<file path="config.mk">
export PLATFORM = sky130hd
export DESIGN_NAME = conv_ctrl
export DESIGN_NICKNAME = d
export VERILOG_FILES = /design/src/rtl/conv_ctrl.sv
export SDC_FILE = /design/constraint.sdc
export NUM_CORES = 1
export LEC_CHECK = 0
export BUFFER_PORTS_ARGS = -buffer_cell sky130_fd_sc_hd__buf_2
export CAP_MARGIN = 40
export CORE_MARGIN = 5
export CORE_UTILIZATION = 59
export DETAILED_ROUTE_END_ITERATION = 12
export GPL_TIMING_DRIVEN = 1
export PLACE_DENSITY_LB_ADDON = 0.25
export SETUP_SLACK_MARGIN = 0.15
export SYNTH_ARGS = -nofsm -noshare
export SYNTH_HDL_FRONTEND = slang
export SYNTH_SLANG_ARGS = --single-unit
</file>
<file path="constraint.sdc">
create_clock -name clk -period 7.15 [get_ports clk]
set_input_delay 0.3575 -clock clk [delete_from_list [all_inputs] [get_ports clk]]
set_output_delay 0.3575 -clock clk [all_outputs]
set_load 0.05 [all_outputs]
</file>
<file path="src/rtl/conv_ctrl.sv">
`timescale 1ns/1ps
// Loop-nest sequencer for a direct 2-D convolution engine: walks f/oy/ox/c/ky/kx,
// issuing feature/weight/bias addresses per tap and a save strobe per output pixel.
module conv_ctrl #(
   parameter int          IMG_W  = 8,
   parameter int          IMG_H  = 8,
   parameter int          K      = 3,
   parameter int          IN_CH  = 1,
   parameter int          OUT_CH = 2,
   parameter logic [15:0] S_BASE = 16'h0000,
   parameter logic [15:0] W_BASE = 16'h1000,
   parameter logic [15:0] B_BASE = 16'h2000,
   parameter logic [15:0] O_BASE = 16'h3000
) (
   input  logic        clk,
   input  logic        reset,
   input  logic        en_ctrl,
   output logic [15:0] s_addr,
   output logic [15:0] w_addr,
   output logic [15:0] b_addr,
   output logic [15:0] save_addr,
   output logic        en_sum,
   output logic        save,
   output logic        finish
);

   localparam int OH   = IMG_H - K + 1;
   localparam int OW   = IMG_W - K + 1;
   localparam int TAPS = IN_CH * K * K;

   localparam logic [15:0] L_K1   = 16'(K - 1);
   localparam logic [15:0] L_C1   = 16'(IN_CH - 1);
   localparam logic [15:0] L_OW1  = 16'(OW - 1);
   localparam logic [15:0] L_OH1  = 16'(OH - 1);
   localparam logic [15:0] L_F1   = 16'(OUT_CH - 1);
   localparam logic [15:0] L_TAPS = 16'(TAPS);
   // Source address steps when the kernel window wraps a row / a channel plane.
   localparam logic [15:0] L_S_ROW = 16'(IMG_W - (K - 1));
   localparam logic [15:0] L_S_CH  = 16'(IMG_H * IMG_W - (K - 1) * IMG_W - (K - 1));
   // Top-left pixel step from the end of one output row to the start of the next.
   localparam logic [15:0] L_P_ROW = 16'(IMG_W - (OW - 1));

   typedef enum logic [1:0] {ST_IDLE, ST_MAC, ST_SAVE, ST_DONE} state_t;

   state_t      r_state;
   logic [15:0] r_f, r_oy, r_ox, r_c, r_ky, r_kx;
   logic [15:0] r_pix, r_wbase;
   logic [15:0] r_s_addr, r_w_addr, r_b_addr, r_save_addr;
   logic        r_en_sum, r_save, r_finish;
   logic        w_last_tap, w_last_out;

   assign w_last_tap = (r_c == L_C1) && (r_ky == L_K1) && (r_kx == L_K1);
   assign w_last_out = (r_f == L_F1) && (r_oy == L_OH1) && (r_ox == L_OW1);

   assign s_addr    = r_s_addr;
   assign w_addr    = r_w_addr;
   assign b_addr    = r_b_addr;
   assign save_addr = r_save_addr;
   assign en_sum    = r_en_sum;
   assign save      = r_save;
   assign finish    = r_finish;

   // Registers always describe the tap/pixel currently presented; an enabled edge
   // consumes it and steps to the next one, a disabled edge only drops the strobes.
   always_ff @(posedge clk or negedge reset) begin
      if (!reset) begin
         r_state     <= ST_IDLE;
         r_f         <= '0;
         r_oy        <= '0;
         r_ox        <= '0;
         r_c         <= '0;
         r_ky        <= '0;
         r_kx        <= '0;
         r_pix       <= '0;
         r_wbase     <= '0;
         r_s_addr    <= '0;
         r_w_addr    <= '0;
         r_b_addr    <= '0;
         r_save_addr <= '0;
         r_en_sum    <= 1'b0;
         r_save      <= 1'b0;
         r_finish    <= 1'b0;
      end else begin
         case (r_state)
            ST_IDLE: begin
               if (en_ctrl) begin
                  r_state     <= ST_MAC;
                  r_f         <= '0;
                  r_oy        <= '0;
                  r_ox        <= '0;
                  r_c         <= '0;
                  r_ky        <= '0;
                  r_kx        <= '0;
                  r_pix       <= S_BASE;
                  r_wbase     <= W_BASE;
                  r_s_addr    <= S_BASE;
                  r_w_addr    <= W_BASE;
                  r_b_addr    <= B_BASE;
                  r_save_addr <= O_BASE;
                  r_en_sum    <= 1'b1;
               end
            end
            ST_MAC: begin
               if (!en_ctrl) begin
                  r_en_sum <= 1'b0;
               end else if (w_last_tap) begin
                  r_state  <= ST_SAVE;
                  r_en_sum <= 1'b0;
                  r_save   <= 1'b1;
               end else begin
                  r_en_sum <= 1'b1;
                  r_w_addr <= r_w_addr + 16'd1;
                  if (r_kx != L_K1) begin
                     r_kx     <= r_kx + 16'd1;
                     r_s_addr <= r_s_addr + 16'd1;
                  end else begin
                     r_kx <= '0;
                     if (r_ky != L_K1) begin
                        r_ky     <= r_ky + 16'd1;
                        r_s_addr <= r_s_addr + L_S_ROW;
                     end else begin
                        r_ky     <= '0;
                        r_c      <= r_c + 16'd1;
                        r_s_addr <= r_s_addr + L_S_CH;
                     end
                  end
               end
            end
            ST_SAVE: begin
               r_save <= 1'b0;
               if (en_ctrl) begin
                  if (w_last_out) begin
                     r_state  <= ST_DONE;
                     r_finish <= 1'b1;
                  end else begin
                     r_state     <= ST_MAC;
                     r_en_sum    <= 1'b1;
                     r_c         <= '0;
                     r_ky        <= '0;
                     r_kx        <= '0;
                     r_save_addr <= r_save_addr + 16'd1;
                     if (r_ox != L_OW1) begin
                        r_ox     <= r_ox + 16'd1;
                        r_pix    <= r_pix + 16'd1;
                        r_s_addr <= r_pix + 16'd1;
                        r_w_addr <= r_wbase;
                     end else begin
                        r_ox <= '0;
                        if (r_oy != L_OH1) begin
                           r_oy     <= r_oy + 16'd1;
                           r_pix    <= r_pix + L_P_ROW;
                           r_s_addr <= r_pix + L_P_ROW;
                           r_w_addr <= r_wbase;
                        end else begin
                           r_oy     <= '0;
                           r_f      <= r_f + 16'd1;
                           r_pix    <= S_BASE;
                           r_s_addr <= S_BASE;
                           r_wbase  <= r_wbase + L_TAPS;
                           r_w_addr <= r_wbase + L_TAPS;
                           r_b_addr <= r_b_addr + 16'd1;
                        end
                     end
                  end
               end
            end
            ST_DONE: begin
               if (!en_ctrl) begin
                  r_state     <= ST_IDLE;
                  r_finish    <= 1'b0;
                  r_f         <= '0;
                  r_oy        <= '0;
                  r_ox        <= '0;
                  r_c         <= '0;
                  r_ky        <= '0;
                  r_kx        <= '0;
                  r_pix       <= '0;
                  r_wbase     <= '0;
                  r_s_addr    <= '0;
                  r_w_addr    <= '0;
                  r_b_addr    <= '0;
                  r_save_addr <= '0;
               end
            end
            default: r_state <= ST_IDLE;
         endcase
      end
   end

endmodule

</file>
Word level (Yosys, flattened, before mapping)
Cells that the tools add are included.

word-level totals
  flip-flop bits (word level) = 197
  input bits = 3

cells by class
  $add $sub $neg = 15
  eq/ne operators = 24
  multiplexer cells = 81
  reduce and logical (&&, ||, !) cells = 20

operators with widths
  operator                                                                   count
  16-bit two-way mux                                                         49
  16-bit one-hot mux with 3 select lines                                     7
  16-bit one-hot mux with 4 select lines                                     5
  16-bit by 1-bit adder with 16-bit output (second input constant)           11
  16-bit by 2-bit == test with 1-bit output (second input constant)          2
  16-bit by 3-bit == test with 1-bit output (second input constant)          2
  16-bit by 2-bit inequality test with 1-bit output (second input constant)  2
  16-bit by 3-bit inequality test with 1-bit output (second input constant)  2
  2-bit inequality test (second input constant)                              12
  16-bit by 2-bit adder with 16-bit output (second input constant)           1
  16-bit by 3-bit adder with 16-bit output (second input constant)           1
  16-bit by 4-bit adder with 16-bit output (second input constant)           1
  16-bit by 6-bit adder with 16-bit output (second input constant)           1
  16-bit by 1-bit == test with 1-bit output (second input constant)          1
  16-bit logical NOT                                                         1
  7-bit AND reduction                                                        2
  2-bit two-way mux                                                          6
  6-bit AND reduction                                                        2
  1-bit two-way mux                                                          10
  5-bit AND reduction                                                        2
  2-bit one-hot mux with 4 select lines                                      1
  4-bit AND reduction                                                        2
  8-bit AND reduction                                                        1
  3-bit nonzero test                                                         2
  8 further kinds                                                            14

Depth between registers and ports, before layout
  word-level depth = 6
  gate-level depth with buffers = 13
  mapped depth without buffers = 13

Worst setup path after synthesis
No wires, ideal clock.

  path type = register to register
  start = register r_ky[0]
  end = register r_s_addr[10], in the netlist s_addr[10]
  library setup time = 133 ps
  data arrival time = 2601 ps
  required time = 7017 ps
  slack = 4415 ps
  cell stages (with the launch flop) = 14
  path buffers = 0
  period minus slack after synthesis = 2735 ps
  cell sequence = dfrtp_1 inv_1 ha_1 nor4b_1 nand4_1 inv_1 ha_1 o211ai_1 o21ai_0 mux2_2 and3_1 and4_1 o211ai_1 o211ai_1

on the way
  word-level cells in the longest chain between the ends = 6
  elaborated cells on any way between the ends = 11

ends and longest elaborated chain
  what                                               RTL line  RTL
  start: declaration                                 46        logic [15:0] r_f, r_oy, r_ox, r_c, r_ky, r_kx;
  start signal: assignment                           119       r_ky <= r_ky + 16'd1;
  16-bit by 2-bit inequality test with 1-bit output  118       if (r_ky != L_K1) begin
  16-bit two-way mux                                 118
  16-bit two-way mux                                 113       if (r_kx != L_K1) begin
  16-bit two-way mux                                 106       end else if (w_last_tap) begin
  16-bit two-way mux                                 104       if (!en_ctrl) begin
  16-bit one-hot mux with 4 select lines             84        case (r_state)
  end signal: assignment                             115       r_s_addr <= r_s_addr + 16'd1;
  end signal: assignment                             120       r_s_addr <= r_s_addr + L_S_ROW;
  end signal: assignment                             124       r_s_addr <= r_s_addr + L_S_CH;
  end: declaration                                   48        logic [15:0] r_s_addr, r_w_addr, r_b_addr, r_save_addr;

Parallel ways exist; a longest one is shown, timed or not. The select of a mux whose other input is x is not followed.
A chain may end at the register's enable or synchronous reset.

Worst setup path after layout
  start = register r_state[0]
  end = register r_ky[8]

on the way
  word-level cells in the longest chain between the ends = 3
  elaborated cells on any way between the ends = 13

ends and longest elaborated chain
  what                                                              RTL line  RTL
  start: declaration                                                45        state_t r_state;
  start signal: assignment                                          67        r_state <= ST_IDLE;
  start signal: assignment                                          87        r_state <= ST_MAC;
  start signal: assignment                                          107       r_state <= ST_SAVE;
  2-bit by 1-bit == test with 1-bit output (tied with other cells)  84
  2-bit inequality test (no source line)                            n/a
  7-bit AND reduction (no source line)                              n/a

Parallel ways exist; a longest one is shown, timed or not.

==> out/metrics.cfg <==
[floorplanning]
core_area_mm2 = 0.0195
rows = 51
die_w_um = 150
ioPinCount = 70
initial_core_util = 0.597
die_y_um = 150
die-area_mm2 = 0.0226

[finish]
n_fill_cell = 1586
final_util = 0.660
drive_gt1_frac = 0.102
nets = 1411
diodes = 0
stdcell_count = 1657
synthToLayoutAreaGrowth_pct = 10.4
final_area_mm2 = 0.0128

[global_routing]
grt_pass1_wl_um = 48400
grt_use_total = 0.260
antenna_found_initial = 1
grt_use_met3 = 0.0452
grt_pass1_vias = 9704
grt_overflow = 0
grt_use_met2 = 0.419
grt_busiest_layer = met2
grt_start_max_net_pins = 71
grtUsageMet1 = 0.361

[status]
status = completed

[synth]
synth_most_common_cell = dfrtp_1
netlist_top_cells_area = dfrtp_1 42%, nand2_1 5.7%, o21ai_0 5.6%
synth_edf_count = 0
ys_seq_elements = 197
synth_flop_cell = dfrtp_1
async_flop_share = 1.00
synth_nets = 1368
yosys.area.top_type = dfrtp_1
synth.distinct_cells = 76
syn_area_mm2 = 0.0116
synth_common_cells = 197 x dfrtp_1, 178 x nand2_1, 131 x o21ai_0
ys_seq_area_frac = 0.424
synth_cells = 1337
synth_area_per_cell_um2 = 8.70
yosysWarningCount = 0
synth_top_cell_area_share = 0.424

[setup_path]
crit_path_start_kind = flip-flop
worst_r2r_endpoint = r_ky[8]
criticalPathCategory = flip-flop to flip-flop
cp-endpoint = r_ky[8]
r2r-start = r_state[0]
cp-end-kind = flip-flop
cp_data_required_time_ns = 7.50
rrSetupSlack_ns = 3.09
path_max_fanout = 47
cp_data_arrival_time_ns = 4.41
crit_start = r_state[0]
r2r_cells = 10

[min_path]
min_path_type = input port to flip-flop

[placed_design]
port-buffer-count = 69
gp_congestion = 0.888
dp_cells = 1625
postPlaceCellArea_mm2 = 0.0122
dp_hpwl_um = 19600

[sta]
fin_crit_sh = 0.568
max_slew_margin = 0.404
finClkSkew_ns = 0.00937
slew_viol_final = 0
fin_setup_tns_ns = 0
layout_min_cycle_time_ns = 4.06
rsz0062_at_grt = no
finalSetupViolCount = 0
hold_violations = 0
tightestPinTransition_ns = 0.894
fmax_mhz = 246

[pwr]
ir_worst_vdd_uv = 259
power_density_mw_per_mm2 = 296
leakagePower_nw = 5.65
finalPower_mw = 3.80

[detailed_routing]
drtPass1Iterations = 5
vias = 10300
detail_route.wl_per_cell_um = 17.3
ant_nets = 0
drt-total-wl_um = 28700
drc = 0
avgViaCountPerCell = 6.24
drtIter0Drc = 796

[job]
drv_cap = 0

[clock_network]
cts.sinks = 197
cts_tree = built
numCtsBuffers = 17
h-tree-depth = 4
cts.path.max_buffers = 2
cts_resized = 0
clock-root-buffer = clkbuf_16
cts.reportedPaths.clkPinSlew_ns = 0.07
insertion_delay_ns = 0.43

[kinds of logic (layout without fill, tap and decap cells)]
logic type,Yosys count,count (layout),synth area share
AO/OA/AOI/OAI,278,278,0.152
multiplexers,8,8,0.00732
adder cells (fa/ha/maj),29,29,0.0310
buffers and inverters,95,150,0.0349
XOR/XNOR,95,95,0.0716
AND/OR/NAND/NOR,635,635,0.280
flip-flops,197,197,0.424
[per-layer routing]
metal,share of wire,up-vias
li1,-,4916
met5,0.00045,-
met4,0.021,2
met1,0.45,5054
met2,0.47,325
met3,0.055,41
[cell type report]
cell class	instances	area (um2)	share of cell area
Tap cell	265	332	0.0258
Clock inverter	11	178	0.0138
Timing Repair Buffer	83	509	0.0397
Inverter	36	135	0.0105
Multi-Input combinational cell	1045	6310	0.491
Sequential cell	197	4930	0.384
Clock buffer	20	447	0.0348
[through the flow]
stage,hold WS [ns],setup WS [ns]
2_1_floorplan,0.0619,4.42
3_3_place_gp,0.483,3.33
3_5_place_dp,0.353,3.16
4_1_cts,0.273,3.15
5_1_grt,0.336,2.78
6_report,0.300,3.09
[worst min path at each step]
stage                startpoint     endpoint  cells past startpoint
finish                  en_ctrl       finish                      3
global route            en_ctrl       finish                      3
CTS                     en_ctrl       finish                      3
detailed placement        reset       r_c[9]                      1
global placement    r_wbase[15]  r_wbase[15]                      2
floorplan                 reset    b_addr[0]                      0
[where the power goes]
group	internal, mW	leakage [nW]	switching, mW	total, mW
clock	0.596	0.292	0.435	1.03
sequential	1.19	2.72	0.115	1.31
combinational	0.346	2.64	1.12	1.46
[layout by cell type, fill, tap and decap left out, types with 5 or more instances in the layout]
cell,netlist,routed
o221ai_1,5,5
ha_1,28,27
nor3_1,38,38
clkbuf_16,0,17
or4_1,7,7
dfrtp_1,197,197
nand4_1,51,51
a211o_1,6,6
nor2_1,121,120
a31oi_1,7,7
nand3_1,83,83
buf_4,4,10
a21o_1,5,5
or3_1,24,24
buf_2,21,68
o211ai_1,13,13
nand2_1,178,178
a221o_1,5,5
nor2b_1,8,8
nor4b_1,5,5
and4_1,15,15
nand2b_1,5,5
o31ai_1,18,18
inv_1,36,36
xnor2_1,26,26
and3_1,38,38
and2_1,15,15
o21ai_0,131,131
nor4_1,23,23
a21oi_1,43,43
xor2_1,69,69
[critical path, stage by stage, from the launching register on]
cell and delay (ns):
dfrtp_1 0.42, inv_1 0.13, ha_2 0.79, inv_1 0.50, nor4_4 0.48, a21oi_2 0.05, buf_4 0.24, nand2_2 0.29
buf_4 0.50, nor2_1 0.33, a21oi_1 0.21
[repair_timing]
action                    CTS  global route
setup buffers               0             0
hold buffers                1             0
hold endpoints to repair   52             0
(Power assumes the default switching activity.)
